===== src/rtl/dmem_pkg.sv =====
// Shared types and encodings for the data-memory requester.
package dmem_pkg;

   typedef enum logic [1:0] {
      SZ_BYTE = 2'd0,
      SZ_HALF = 2'd1,
      SZ_WORD = 2'd2
   } size_t;

   typedef enum logic [1:0] {
      IDLE  = 2'd0,
      ISSUE = 2'd1,
      WAIT  = 2'd2,
      RESP  = 2'd3
   } state_t;

   localparam logic [31:0] BM_BYTE = 32'd0;
   localparam logic [31:0] BM_HALF = 32'd1;
   localparam logic [31:0] BM_WORD = 32'd2;

   // Memory manager only looks at [1:0]; the rest stays zero.
   function automatic logic [31:0] byte_mode(input logic [1:0] size);
      byte_mode = {30'b0, size};
   endfunction

endpackage


===== src/rtl/dmem_load_align.sv =====
// Picks the addressed lane out of a full read word and sign/zero-extends it.
module dmem_load_align
   import dmem_pkg::*;
(
   input  logic [31:0] data,
   input  logic [1:0]  addr,
   input  logic [1:0]  size,
   input  logic        sgn,
   output logic [31:0] rdata
);

   logic [31:0] b_sh;
   logic [31:0] h_sh;

   always_comb begin
      b_sh  = data >> {addr, 3'b000};
      h_sh  = data >> {addr[1], 4'b0000};
      rdata = data;
      case (size)
         SZ_BYTE: rdata = {{24{sgn & b_sh[7]}}, b_sh[7:0]};
         SZ_HALF: rdata = {{16{sgn & h_sh[15]}}, h_sh[15:0]};
         default: rdata = data;
      endcase
   end

endmodule


===== src/rtl/dmem_requester.sv =====
// MEM-stage initiator for the banked data memory: one outstanding load/store,
// fault screening at accept, registered memory-side outputs.
module dmem_requester
   import dmem_pkg::*;
#(
   parameter int BANK_LSB  = 18,
   parameter int BANK_BITS = 2,
   parameter int RD_LAT    = 1
) (
   input  logic        CLK,
   input  logic        RST,
   input  logic        req_valid_i,
   output logic        req_ready_o,
   input  logic        req_we_i,
   input  logic [1:0]  req_size_i,
   input  logic        req_signed_i,
   input  logic [31:0] req_addr_i,
   input  logic [31:0] req_wdata_i,
   output logic        resp_valid_o,
   input  logic        resp_ready_i,
   output logic [31:0] resp_rdata_o,
   output logic        resp_err_o,
   output logic [31:0] address_o,
   output logic [31:0] data_o,
   output logic        wren_o,
   output logic [31:0] byte_mode_o,
   input  logic [31:0] data_i
);

   localparam int HI = BANK_LSB + BANK_BITS;
   localparam int CW = $clog2(RD_LAT + 1);

   state_t        state;
   logic [CW-1:0] cnt;
   logic          l_we;
   logic [1:0]    l_size;
   logic          l_sgn;
   logic [1:0]    l_addr;
   logic [31:0]   ld_rdata;

   function automatic logic fault(input logic [1:0] size, input logic [31:0] addr);
      logic [31:0] hi_bits;
      hi_bits = addr >> HI;
      fault = (size == 2'd3)
           || (size == SZ_HALF && addr[0])
           || (size == SZ_WORD && addr[1:0] != 2'b00)
           || (hi_bits != 32'd0);
   endfunction

   dmem_load_align u_align (
      .data  (data_i),
      .addr  (l_addr),
      .size  (l_size),
      .sgn   (l_sgn),
      .rdata (ld_rdata)
   );

   always_ff @(posedge CLK) begin
      if (!RST) begin
         state        <= IDLE;
         cnt          <= '0;
         l_we         <= 1'b0;
         l_size       <= 2'b00;
         l_sgn        <= 1'b0;
         l_addr       <= 2'b00;
         req_ready_o  <= 1'b1;
         resp_valid_o <= 1'b0;
         resp_rdata_o <= 32'd0;
         resp_err_o   <= 1'b0;
         address_o    <= 32'd0;
         data_o       <= 32'd0;
         wren_o       <= 1'b0;
         byte_mode_o  <= 32'd0;
      end else begin
         case (state)
            IDLE: if (req_valid_i) begin
               l_we        <= req_we_i;
               l_size      <= req_size_i;
               l_sgn       <= req_signed_i;
               l_addr      <= req_addr_i[1:0];
               req_ready_o <= 1'b0;
               // Faulting requests never touch the memory-side outputs.
               if (fault(req_size_i, req_addr_i)) begin
                  state        <= RESP;
                  resp_valid_o <= 1'b1;
                  resp_err_o   <= 1'b1;
                  resp_rdata_o <= 32'd0;
               end else begin
                  state       <= ISSUE;
                  address_o   <= req_addr_i;
                  data_o      <= req_wdata_i;
                  byte_mode_o <= byte_mode(req_size_i);
                  wren_o      <= req_we_i;
               end
            end
            ISSUE: begin
               wren_o <= 1'b0;
               if (l_we) begin
                  state        <= RESP;
                  resp_valid_o <= 1'b1;
                  resp_err_o   <= 1'b0;
                  resp_rdata_o <= 32'd0;
               end else begin
                  state <= WAIT;
                  cnt   <= CW'(RD_LAT - 1);
               end
            end
            WAIT: begin
               if (cnt == '0) begin
                  state        <= RESP;
                  resp_valid_o <= 1'b1;
                  resp_err_o   <= 1'b0;
                  resp_rdata_o <= ld_rdata;
               end else begin
                  cnt <= cnt - 1'b1;
               end
            end
            RESP: if (resp_ready_i) begin
               state        <= IDLE;
               resp_valid_o <= 1'b0;
               req_ready_o  <= 1'b1;
            end
            default: state <= IDLE;
         endcase
      end
   end

endmodule


===== config.mk =====
export PLATFORM = sky130hd
export DESIGN_NAME = dmem_requester
export DESIGN_NICKNAME = d
export VERILOG_FILES = /design/src/rtl/dmem_pkg.sv /design/src/rtl/dmem_load_align.sv /design/src/rtl/dmem_requester.sv
export SDC_FILE = /design/constraint.sdc
export NUM_CORES = 1
export LEC_CHECK = 0
export ABC_AREA = 1
export CAP_MARGIN = 20
export CORE_MARGIN = 3
export CORE_UTILIZATION = 44
export DETAILED_ROUTE_END_ITERATION = 7
export GPL_TIMING_DRIVEN = 0
export PLACE_DENSITY = 0.95
export SLEW_MARGIN = 20
export SYNTH_ARGS = -nofsm -noshare
export SYNTH_HDL_FRONTEND = slang
export SYNTH_SLANG_ARGS = --single-unit

===== constraint.sdc =====
create_clock -name CLK -period 2.9 [get_ports CLK]
set_clock_uncertainty 0.2 [all_clocks]
set_input_delay 0.58 -clock CLK [delete_from_list [all_inputs] [get_ports CLK]]
set_output_delay 0.58 -clock CLK [all_outputs]
set_load 0.01 [all_outputs]

Word-level counts from Yosys, hierarchy flattened
Index checks and enable logic that the tools add are counted.

word-level totals
  bits in latches = 0
  memories kept = 0
  memory bits (read-only) = 0
  input port bits = 104
  bits in registers = 111
  bits in writable memories = 0
  logic and storage cells = 85

cells by class
  reductions and logical operators = 21
  shift-type cells = 2
  div/mod/pow operators = 0
  $mul = 0
  add/subtract/negate cells = 1
  multiplexer cells = 30
  order comparisons = 0
  bitwise operators = 3
  equality and inequality tests = 14

operators by type and width
  kind                                                             count
  32-bit 2-to-1 mux                                                4
  32-bit one-hot mux with 3 select lines                           1
  32-bit one-hot mux with 2 select lines                           1
  32-bit nonzero test                                              1
  32-bit by 5-bit >> shifter with 16-bit output                    1
  32-bit by 5-bit >> shifter with 8-bit output                     1
  1-bit 2-to-1 mux                                                 14
  2-bit != test, second input constant                             7
  3-bit AND reduction                                              4
  5-bit AND reduction                                              2
  2-bit == test, second input constant                             4
  2-bit 2-to-1 mux                                                 4
  2-bit one-hot mux with 4 select lines                            1
  2-bit nonzero test                                               4
  2-bit by 1-bit == test with 1-bit output, second input constant  3
  1-bit one-hot mux with 2 select lines                            3
  2-bit logical NOT                                                2
  1-bit one-hot mux with 4 select lines                            1
  2-bit AND reduction                                              2
  1-bit logical OR                                                 3
  1-bit one-hot mux with 3 select lines                            1
  3-bit nonzero test                                               1
  1-bit bitwise AND                                                2
  1-bit logical AND                                                2
  2 further kinds                                                  2

Logic depth before layout (Yosys ltp)
  depth in word-level cells = 8
  gate-level depth with buffers = 11
  gate-level depth less buffers = 10

Hierarchy
From an unflattened synthesis, not the netlist that was laid out.

second synthesis, totals
  cells, all modules = 837
  area total of the unflattened synthesis = 5785.5 µm²

modules (own cells, without submodules)
  module           seq. area each (µm²)  cells an instance  instances  area an instance (µm²)
  dmem_requester   2202.1                684                1          4877.2
  dmem_load_align  0.0                   153                1          908.4

Worst setup path after synthesis
No wires, ideal clock.

  path kind = input port to flip-flop
  from = input req_addr_i[31]
  to = register resp_rdata_o[16]
  library setup time = 128 ps
  stages on the path = 8
  path slack = 955 ps
  data arrival time = 1618 ps
  path buffers = 1
  required time = 2572 ps
  cell sequence = or2_1 > nor2_4 > nand3_2 > nand4_2 > buf_2 > nor2_1 > nor2_1 > nor2_1

on the way
  longest elaborated chain between the ends = 4

ends and longest elaborated chain
  what                                  line                   RTL
  start, declared                       dmem_requester.sv:17   input logic [31:0] req_addr_i,
  32-bit nonzero test                   dmem_requester.sv:47   || (hi_bits != 32'd0);
  1-bit logical OR                      dmem_requester.sv:47
  2-bit != test (no source line)        n/a
  5-bit AND reduction (no source line)  n/a
  end signal, assigned                  dmem_requester.sv:113  resp_rdata_o <= ld_rdata;
  end, declared                         dmem_requester.sv:21   output logic [31:0] resp_rdata_o,

No other way between the ends.
A chain may end at the register's enable or synchronous reset.

Worst setup path after layout
  from = input req_addr_i[20]
  to = register resp_rdata_o[30]

The elaborated chain is that of the path after synthesis.

==> impl_metrics.json <==
{
  "drv_slew": 0,
  "period_minus_slack_ps": 2280,
  "synth-adder-area-share_pct": 1.01,
  "required_ps": 2930,
  "place_area_sq_mm": 0.00730,
  "synth_enable_flop_cells": 0,
  "grt_pass1_vias": 5366,
  "syn_avg_cell_area_sq_um": 7.00,
  "grt_max_degree": 20,
  "die_y_um": 112,
  "die-area_sq_mm": 0.0126,
  "clk_pin_slew_ps": 80,
  "final_cell_mix": "205 x clkdlybuf4s50_1, 166 x nor2_1, 140 x nand2_1",
  "wl_mm": 16.0,
  "design_area_sq_mm": 0.00760,
  "num_antenna_cells": 0,
  "ys.warnings.count": 0,
  "root_buffer": "clkbuf_16",
  "drt_iter0_drc": 395,
  "finalHoldViolCount": 0,
  "hold_class": "register to register",
  "dominantRegCellSynth": "dfxtp_1",
  "hold_end": "address_o[31]",
  "synth_compound_area_share_pct": 12.3,
  "ir_worst_vdd_uv": 405,
  "holdPathStages": 2,
  "reg2reg_to": "resp_rdata_o[10]",
  "drtPass1Iterations": 6,
  "crit_fanout": 10,
  "tns_ps": 0,
  "cts_tree": "built",
  "final_nets": 1062,
  "cts_htree_levels": 3,
  "vias": 5285,
  "gp_congestion": 0.911,
  "synth.distinct_cells": 25,
  "antenna_found_initial": 0,
  "synth_seq_cells": 110,
  "clockBufferDepth": 2,
  "reg2reg_slack_ps": 640,
  "hpwlAfterDp_mm": 12.5,
  "clk_latency_ps": 340,
  "area_delta_synth_final_pct": 53.2,
  "drv_cap": 0,
  "finalCritPeriodShare_pct": 78.6,
  "rows": 38,
  "power_density_mw_per_mm2": 590,
  "synth_seq_area_share_pct": 44.4,
  "ys_async_sr_fraction_pct": 0,
  "end_kind": "register",
  "synthCells": 709,
  "synth_mux_area_share_pct": 0,
  "cts_resized": 0,
  "status": "finished, final reports clean",
  "leakage_nw": 3.43,
  "multi_input_area_sq_mm": 0.00225,
  "ios": 236,
  "synthSimpleGateAreaFrac_pct": 29.6,
  "grt_use_total_pct": 25.0,
  "setup_viol": 0,
  "worstHoldStart": "address_o[31]",
  "start_util_pct": 45.4,
  "grt_pass1_wl_mm": 25.4,
  "layout-drive-gt1-share_pct": 8.76,
  "synth_area_leaders": "dfxtp_1 44%, nor2_1 13%, nand2_1 11%",
  "synth.top_cell.area_share_pct": 44.4,
  "synth_area_leader_cell": "dfxtp_1",
  "die_x_um": 112,
  "worstReg2RegStart": "state[0]",
  "wl_per_cell_um": 14.6,
  "hold_buffers": 0,
  "syn_area_sq_mm": 0.00496,
  "cts_buffers": 9,
  "reg2reg_depth": 10,
  "max_freq_mhz": 439,
  "grt_overflow": 0,
  "num-fill-cells": 890,
  "rsz0062_at_grt": "false",
  "critPathKind": "primary input to register",
  "synth_xor_area_share_pct": 0,
  "synth_top_family_by_area": "simple AND/OR/NAND/NOR gates",
  "setup.worst_path.start_class": "primary input",
  "layout_commonest_cell": "clkdlybuf4s50_1",
  "core_area_sq_mm": 0.0109,
  "regArea_sq_mm": 0.00220,
  "avgViaCountPerCell": 4.81,
  "drc": 0,
  "cts_setup_buffers": 0,
  "clkSinkCount": 110,
  "cp.arrival_ps": 2310,
  "ant_nets": 0,
  "io_buffers": 205,
  "utilization_pct": 69.5
}
cell type report:
type / instances / share of cell area (%)
Clock inverter: 6 / 0.987
Inverter: 60 / 2.96
Clock buffer: 10 / 3.01
Sequential cell: 110 / 29.0
Tap cell: 140 / 2.30
Timing Repair Buffer: 205 / 27.0
Multi-Input combinational cell: 503 / 29.5
Buffer: 65 / 5.25
routing by layer:
layer  share of wire (%)  vias to the layer above  track usage (%)
met3                  12                       43             11.4
met5                   0                        -                0
met4                 3.6                        0             10.3
met2                  48                      267             43.2
li1                    -                     2637                -
met1                  36                     2338             26.5
critical path, cell delays in order:
cell             delay (ps)
clkdlybuf4s50_1         410
or2_1                   250
nor2_4                  180
nand3_2                 150
nand4_2                 200
buf_2                   240
nor2_1                   90
nor2_1                  130
nor2_1                   50
stage by stage:
step | cells | power, mW | hold WS [ps] | setup WS (ps)
after floorplan | 738 | 2.68 | 267 | 955
after global placement | 1083 | 3.18 | 243 | 329
after detailed placement | 1083 | 3.22 | 247 | 282
after CTS | 1099 | 4.51 | 259 | 637
after global routing | 1099 | 4.75 | 272 | 429
final | 1099 | 4.49 | 259 | 620
worst max-delay path by stage:
| stage | from | to | slack, ps |
|---|---|---|---|
| 3_5_place_dp | req_addr_i[20] | address_o[18] | 280 |
| 4_1_cts | state[0] | resp_rdata_o[10] | 640 |
| 3_3_place_gp | req_addr_i[0] | resp_rdata_o[8] | 330 |
| 6_report | req_addr_i[20] | resp_rdata_o[30] | 620 |
| 5_1_grt | state[0] | resp_rdata_o[10] | 430 |
| 2_1_floorplan | req_addr_i[31] | resp_rdata_o[16] | 950 |
cell usage after synthesis, types with 2 or more instances:
cell / n
a21boi_0: 3
a21oi_1: 29
buf_2: 7
buf_4: 33
buf_6: 3
clkbuf_1: 22
dfxtp_1: 110
ha_1: 4
inv_1: 56
inv_2: 3
nand2_1: 140
nand3_1: 24
nand3_2: 3
nand4_4: 2
nor2_1: 166
nor2_2: 2
o211ai_1: 12
o21ai_0: 65
o21ai_1: 6
or2_2: 14
sequential cells by signal (all words and copies together), names as in the netlist, 2 cells and up:
signal,flops
address_o,32
resp_rdata_o,32
l_addr,2
state,2
l_size,2
byte_mode_o,2
data_o,32
cell families (layout without fill, tap and decap cells):
group | after synthesis | in the layout
and+or+nand+nor | 354 | 354
buffers and inverters | 125 | 346
adders and majority gates | 4 | 4
AOI/OAI and AO/OA | 115 | 115
other | 1 | 30
DFF | 110 | 110
power breakdown:
part / switching [mW] / total, mW / internal, mW
Clock: 0.596 / 1.28 / 0.689
Sequential: 0.0761 / 1.69 / 1.62
Combinational: 0.876 / 1.51 / 0.632
Note: power is estimated with default switching activity, not from simulation.
